<file path="src/rtl/bgr_ctrl_pkg.sv">
// bgr_ctrl_pkg: sequencer state encoding and counter-sizing helper shared by the bandgap start-up logic
package bgr_ctrl_pkg;
  typedef enum logic [2:0] {IDLE, KICK, SETTLE, CHECK, READY, FAIL} state_t;
  function automatic int max3(input int a, input int b, input int c);
    return a > b ? (a > c ? a : c) : (b > c ? b : c);
  endfunction
endpackage

</file>
<file path="src/rtl/sync_2ff.sv">
// sync_2ff: 1-bit two-flop synchronizer, sync active-high reset to 0; in clk, rst, d; out q
module sync_2ff (
  input  logic clk,
  input  logic rst,
  input  logic d,
  output logic q
);
  logic meta;
  always_ff @(posedge clk) begin
    if (rst) {q, meta} <= 2'b00;
    else {q, meta} <= {meta, d};
  end
endmodule

</file>
<file path="src/rtl/bgr_startup_ctrl.sv">
// bgr_startup_ctrl: bandgap kick/settle/qualify sequencer; in clk, rst, en, vbg_good; out porst, bgr_ready, bgr_fail, retry_cnt
module bgr_startup_ctrl #(
  parameter int PULSE_CYCLES  = 16,
  parameter int SETTLE_CYCLES = 1024,
  parameter int GOOD_CYCLES   = 8,
  parameter int CHECK_WINDOW  = 64,
  parameter int MAX_RETRIES   = 3
) (
  input  logic                             clk,
  input  logic                             rst,
  input  logic                             en,
  input  logic                             vbg_good,
  output logic                             porst,
  output logic                             bgr_ready,
  output logic                             bgr_fail,
  output logic [$clog2(MAX_RETRIES+1)-1:0] retry_cnt
);
  import bgr_ctrl_pkg::*;
  localparam int CW = $clog2(max3(PULSE_CYCLES, SETTLE_CYCLES, CHECK_WINDOW) + 1);
  localparam int SW = $clog2(GOOD_CYCLES + 1);
  localparam int RW = $clog2(MAX_RETRIES + 1);
  state_t state, state_n;
  logic [CW-1:0] cnt;
  logic [SW-1:0] streak, streak_n;
  logic [RW-1:0] retry_n;
  logic good_s, pulse_done, settle_done, window_done, streak_hit;
  logic porst_n, ready_n, fail_n;
  sync_2ff u_sync (
    .clk(clk),
    .rst(rst),
    .d  (vbg_good),
    .q  (good_s)
  );
  assign pulse_done  = cnt == CW'(PULSE_CYCLES - 1);
  assign settle_done = cnt == CW'(SETTLE_CYCLES - 1);
  assign window_done = cnt == CW'(CHECK_WINDOW - 1);
  // streak counts good samples in CHECK and bad samples in READY; the next matching sample completes it
  assign streak_hit  = streak == SW'(GOOD_CYCLES - 1);
  always_comb begin
    state_n = state;
    if (!en) state_n = IDLE;
    else
      case (state)
        IDLE:    state_n = KICK;
        KICK:    state_n = pulse_done ? SETTLE : KICK;
        SETTLE:  state_n = settle_done ? CHECK : SETTLE;
        CHECK:   state_n = good_s && streak_hit ? READY :
                           !window_done ? CHECK :
                           retry_cnt == RW'(MAX_RETRIES) ? FAIL : KICK;
        READY:   state_n = !good_s && streak_hit ? KICK : READY;
        FAIL:    state_n = FAIL;
        default: state_n = IDLE;
      endcase
  end
  assign streak_n = (state == CHECK && good_s) || (state == READY && !good_s) ?
                    (streak == SW'(GOOD_CYCLES) ? streak : streak + SW'(1)) : '0;
  assign retry_n  = !en ? '0 :
                    state == READY && state_n == KICK ? '0 :
                    state == CHECK && state_n == KICK ? retry_cnt + RW'(1) : retry_cnt;
  // outputs decode the next state so they change on the same edge as the state
  always_comb begin
    porst_n = state_n == KICK;
    ready_n = state_n == READY;
    fail_n  = state_n == FAIL;
  end
  always_ff @(posedge clk) begin
    if (rst) begin
      state     <= IDLE;
      cnt       <= '0;
      streak    <= '0;
      retry_cnt <= '0;
      porst     <= 1'b0;
      bgr_ready <= 1'b0;
      bgr_fail  <= 1'b0;
    end else begin
      state     <= state_n;
      cnt       <= !en || state_n != state ? '0 : cnt == '1 ? cnt : cnt + CW'(1);
      streak    <= !en || state_n != state ? '0 : streak_n;
      retry_cnt <= retry_n;
      porst     <= porst_n;
      bgr_ready <= ready_n;
      bgr_fail  <= fail_n;
    end
  end
endmodule

</file>
<file path="config.mk">
export PLATFORM = sky130hd
export DESIGN_NAME = bgr_startup_ctrl
export DESIGN_NICKNAME = d
export VERILOG_FILES = /design/src/rtl/bgr_ctrl_pkg.sv /design/src/rtl/sync_2ff.sv /design/src/rtl/bgr_startup_ctrl.sv
export SDC_FILE = /design/constraint.sdc
export NUM_CORES = 1
export LEC_CHECK = 0
export BUFFER_PORTS_ARGS = -buffer_cell sky130_fd_sc_hd__buf_2
export CAP_MARGIN = 20
export CELL_PAD_IN_SITES_DETAIL_PLACEMENT = 0
export CELL_PAD_IN_SITES_GLOBAL_PLACEMENT = 1
export CORE_MARGIN = 4
export CORE_UTILIZATION = 47
export CTS_CLUSTER_DIAMETER = 80
export DETAILED_ROUTE_END_ITERATION = 10
export GPL_TIMING_DRIVEN = 0
export PLACE_DENSITY_LB_ADDON = 0.1
export SYNTH_ARGS = -nofsm -noshare
export SYNTH_HDL_FRONTEND = slang
export SYNTH_SLANG_ARGS = --single-unit
</file>
<file path="constraint.sdc">
create_clock -name clk -period 3.2 [get_ports clk]
set_input_delay 0.48 -clock clk [delete_from_list [all_inputs] [get_ports clk]]
set_output_delay 0.48 -clock clk [all_outputs]
set_load 0.005 [all_outputs]
</file>
; ---- Yosys cells after proc, flatten, opt, wreduce, memory -nomap -nowiden
; Index checks and enable logic that the tools add are counted.
[totals]
rom_bits = 0
latch_bits = 0
elab_cells = 52
reg_bits = 25
memories = 0
input_bits = 4
ramBits = 0
output_inout_bits = 5
[op_classes]
n_eq_ne = 16
reduce_logical = 14
mul = 0
muxes = 8
div_mod_pow = 0
bitwise_logic = 2
shifts = 0
add_sub_neg = 3
order_cmp = 0
[ops]
columns = cell, count
row1 = $pmux 3 s6, 1
row2 = $mux 3, 5
row3 = $eq 3x3->1 const B, 4
row4 = $add 11x1->11 const B, 1
row5 = $eq 11x10->1 const B, 1
row6 = $eq 11x11->1 const B, 1
row7 = $eq 11x4->1 const B, 1
row8 = $eq 11x6->1 const B, 1
row9 = $eq 3x1->1 const B, 2
row10 = $eq 3x2->1 const B, 2
row11 = $logic_and 1x1->1, 6
row12 = $reduce_or 3->1, 2
row13 = $add 4x1->4 const B, 1
row14 = $eq 4x3->1 const B, 1
row15 = $eq 4x4->1 const B, 1
row16 = $logic_not 3->1, 1
row17 = $ne 3x3->1, 1
row18 = $add 2x1->2 const B, 1
row19 = $eq 2x2->1 const B, 1
row20 = $logic_not 1->1, 2
row21 = $logic_or 1x1->1, 2
row22 = $mux 2, 1
row23 = $not 1->1, 2
row24 = $reduce_or 2->1, 1
row25 = $mux 1, 1

; ---- Depth between registers and ports, before layout
[logic_depth]
depth_word = 9
mapped_depth = 8
depth_no_buf = 6

; ---- Hierarchy
; A second synthesis with hierarchy kept.
[hier_totals]
cells_unflattened = 150
area_unflattened_um2 = 1310.0
[modules_own_cells]
columns = mod, seq_area_each_um2, cells_per_inst, instances, area_per_inst_um2
row1 = bgr_startup_ctrl, 460.4, 146, 1, 1257.5
row2 = sync_2ff, 40.0, 4, 1, 52.6

; ---- Least setup slack after synthesis
; OpenSTA, ideal clock, no wires.
[synth_timing]
path_type = reg2reg
start = register cnt[0]
end = register retry_cnt[0]
arrival_ns = 1.722
t_required_ns = 3.126
slack_ns = 1.404
path_buffers = 1
period_less_slack_ns = 1.796
path_stages_with_launch = 8
path_cell_list = dfxtp_1 -> ha_1 -> and2_1 -> buf_2 -> and4b_4 -> a32o_2 -> or3_1 -> a31oi_1
[synth_via]
elab_chain_cells = 8
elab_cells_between_ends = 13
[synth_rtl]
columns = item, line
row1 = start: declaration, bgr_startup_ctrl.sv:23  ; logic [CW-1:0] cnt;
row2 = start signal: assignment, bgr_startup_ctrl.sv:77  ; cnt <= !en || state_n != state ? '0 : cnt == '1 ? cnt : cnt + CW'(1);
row3 = $eq 11x6->1, bgr_startup_ctrl.sv:36  ; assign window_done = cnt == CW'(CHECK_WINDOW - 1);
row4 = $mux 3, bgr_startup_ctrl.sv:48  ; !window_done ? CHECK :
row5 = $mux 3, bgr_startup_ctrl.sv:47  ; CHECK: state_n = good_s && streak_hit ? READY :
row6 = $pmux 3 s6 *, bgr_startup_ctrl.sv:43  ; case (state)
row7 = $mux 3 *, bgr_startup_ctrl.sv:41  ; if (!en) state_n = IDLE;
row8 = $eq 3x1->1 *, "bgr_startup_ctrl.sv:58, bgr_startup_ctrl.sv:59"
row9 = $logic_and 1x1->1, bgr_startup_ctrl.sv:58  ; state == READY && state_n == KICK ? '0 :
row10 = $reduce_or 3->1 (no source line), n/a
row11 = end signal: assignment, bgr_startup_ctrl.sv:79  ; retry_cnt <= retry_n;
row12 = end: declaration, bgr_startup_ctrl.sv:16  ; output logic [$clog2(MAX_RETRIES+1)-1:0] retry_cnt
; Mark *: on every way between the ends. The rest lies on a longest branch, timed or not.
; A chain may end at the register's enable or synchronous reset.

; ---- Worst setup path after layout
[layout_timing]
start = register cnt[0]
end = register cnt[9]
[layout_via]
elab_chain_cells = 8
elab_cells_between_ends = 14
[layout_rtl]
columns = item, line
row1 = $eq 11x6->1, bgr_startup_ctrl.sv:36
row2 = $mux 3, bgr_startup_ctrl.sv:48
row3 = $mux 3, bgr_startup_ctrl.sv:47
row4 = $pmux 3 s6, bgr_startup_ctrl.sv:43
row5 = $mux 3, bgr_startup_ctrl.sv:41
row6 = $ne 3x3->1, bgr_startup_ctrl.sv:77
row7 = $logic_or 1x1->1, bgr_startup_ctrl.sv:77
row8 = $reduce_or 2->1 (no source line), n/a
; Parallel ways exist; a longest one is shown, timed or not.

==> results.md <==
- Min Clock Period, post-route: 2.11 ns
- R2r setup slk: 1.09 ns
- Die width: 60.3 µm
- CTS tree: built
- Post-synthesis cell area: 0.00128 mm²
- CTS Sinks: 25
- Delay-heaviest family, CP: compound AO/OA/AOI/OAI gates
- Design internal power: 0.373 mW
- Clk_lat worst skew: 0.32 ns
- Vias in the first global route: 1051
- Final slew viol count: 0
- Fin. Hold Viols: 0
- Switching share of power: 0.219
- Gate Count Post-Synth: 151
- WL/cell: 13.4 µm
- Syn. warnings: 0
- Fmax: 0.475 GHz
- DR pass1 iterations: 4
- Fillers: 253
- Via Count: 1112
- Core ar.: 0.00254 mm²
- H-Tree Depth: 1
- Worst Path Arrival: 2.30 ns
- Antenna Nets Post-Route: 0
- Routed vias/inst: 5.76
- Crit start category: register
- Fin Setup TNS: 0 ns
- Clock tree buffer depth: 2
- Clock skew: 0.00577 ns
- Post CTS Setup Buffer Count: 0
- EDFF count, synth: 0
- Leak Pwr: 0.542 nW
- Clk pwr share: 0.290
- Max rail drop VDD: 291 µV
- Post-route DRC: 0
- Clock root buffer: clkbuf_4
- CP max-delay cell: nor4bb_1
- Hold Buf Count CTS: 0
- Setup repair after global routing missed its margin: no
- Max FO, Critical Path: 10
- NetSw: 0.105 mW
- Fin nets: 172
- Max_cap viols: 0
- Crit path cell chain: ha_1, nor4bb_1, o2111ai_1, a22oi_1, o21bai_1, buf_2, a21oi_1
- Layout area overhead: 8.09%
- Worst setup path category: register to register
- Outcome: finished clean
- Initial antenna violation count: 0
- Yosys cell types: 44
- ANT cells: 0
- Seq cells post-synth: 25
- Fin crit share: 0.658
- Combinational share of power: 0.048
- Die height: 60.3 µm
- Main synth FF type: dfxtp_1
- CTS Buf Count: 3
- Crit path required time: 3.40 ns
- Sequential area share after synthesis: 0.390
- Clock-pin slew on the worst setup and hold paths: 0.13 ns
- Die area: 0.00363 mm²
- Std-Cell Rows: 18
- Worst-Margin Slew: 0.498 ns
- IO Count: 9
- Largest net degree at the start of global routing: 14
- Tot Pwr: 0.478 mW
- Final setup viols: 0
- Flop pwr share: 0.662
- Final HPWL from detailed placement: 1930 µm
- Initial drt markers: 37
- Share of layout cells above drive strength 1: 0.129
- Critical path endpoint category: register
- Post-Syn Area per Cell: 8.50 µm²
- Max stage delay on crit path: 0.49 ns
- Mapped Nets: 159
- Initial Util: 0.504
- All-Layer GR Usage: 0.165
- WL final: 2590 µm
- Async S/R FF share, synth: 0
- Gr ovfl total: 0
- Placer Congestion: 0.752
- Slew headroom: 0.663
- PwrDens: 345 mW/mm²
- Buffers added on ports: 8
- Buf/Inv on CP: 1
- Hold/Removal Path Class: primary input to register
- First-pass GRT wire length: 4600 µm
- Core Util, Final: 0.545
- Post-cts sizing count: 0
[cell usage after synthesis, types with 2 or more instances]
cell	instances	area (µm²)
xnor2_1	4	35.0
nand3b_1	3	22.5
buf_2	4	20.0
nor2b_1	2	12.5
nand2_1	12	45.0
ha_1	4	50.1
o21ai_0	2	10.0
a21oi_1	5	25.0
nor3_1	5	25.0
mux2i_1	2	20.0
nand3_1	4	20.0
inv_1	6	22.5
nand4_1	6	37.5
nor2_1	19	71.3
nand4b_1	2	17.5
dfxtp_1	25	500
nor4_1	3	18.8
and2_1	3	18.8
xor2_1	5	43.8
or3_1	2	12.5
a31oi_1	3	18.8
nand2b_1	3	18.8
or2_2	2	12.5
and3_1	5	31.3
[kinds of logic (layout without fill, tap and decap cells)]
group / after synthesis / count (layout) / synth area share
mux: 2 / 2 / 0.0156
simple gates: 78 / 78 / 0.335
xor+xnor: 9 / 9 / 0.0614
buf+inv: 12 / 24 / 0.0448
compound gates: 21 / 21 / 0.114
flops: 25 / 25 / 0.390
fa+ha+maj: 4 / 4 / 0.0390
[through the flow]
step / area, µm² / setup WS [ns] / hold slack (ns) / std cells
floorplan: 1280 / 1.40 / 0.414 / 151
global placement: 1360 / 1.09 / 0.432 / 189
detailed placement: 1360 / 1.10 / 0.450 / 189
CTS: 1390 / 1.07 / 0.358 / 193
global route: 1390 / 0.901 / 0.367 / 193
finish: 1390 / 1.09 / 0.376 / 193
[cell type report]
class	count	area, µm²	area share
Buffer	6	35.0	0.0252
Timing Repair Buffer	8	40.0	0.0289
Tap cell	30	37.5	0.0271
Inverter	6	22.5	0.0162
Clock buffer	4	26.3	0.0189
Sequential cell	25	500	0.361
Multi-Input combinational cell	114	726	0.523
[routing by layer]
metal,up-vias,share of wire,GRT usage
met5,-,0,0
met4,0,0.0085,0.0380
met3,2,0.037,0.0518
met2,18,0.46,0.273
met1,528,0.49,0.208
li1,564,-,-
[power groups by stage]
| stage | registers, mW | logic, mW | clock network (mW) |
|---|---|---|---|
| finish | 0.317 | 0.0231 | 0.139 |
| CTS | 0.317 | 0.0233 | 0.147 |
| global placement | 0.323 | 0.0223 | 0 |
| global route | 0.317 | 0.0258 | 0.163 |
| floorplan | 0.323 | 0.0156 | 0 |
| detailed placement | 0.323 | 0.0230 | 0 |
[placed cells by master, fill, tap and decap left out, types with 5 or more instances in the layout]
| cell type | instances |
|---|---|
| a21oi_1 | 5 |
| nor3_1 | 5 |
| inv_1 | 6 |
| nor2_1 | 19 |
| nand4_1 | 6 |
| and3_1 | 5 |
| dfxtp_1 | 25 |
| nand2_1 | 12 |
| xor2_1 | 5 |
| buf_2 | 12 |
[final timing paths]
| check | start | to | cells past startpoint |
|---|---|---|---|
| setup / recovery | cnt[0] | cnt[9] | 7 |
| hold / removal | rst | u_sync.q | 2 |
| setup reg to reg | cnt[0] | cnt[9] | 7 |
| hold reg to reg | u_sync.meta | u_sync.q | 1 |
[state kept, by name, indices dropped and copies added (netlist names)]
signal and count:
porst 1, bgr_fail 1, u_sync.meta 1, u_sync.q 1
cnt 11, streak 4, bgr_ready 1, retry_cnt 2
state 3
No activity file was read; power rests on OpenSTA's default activity.
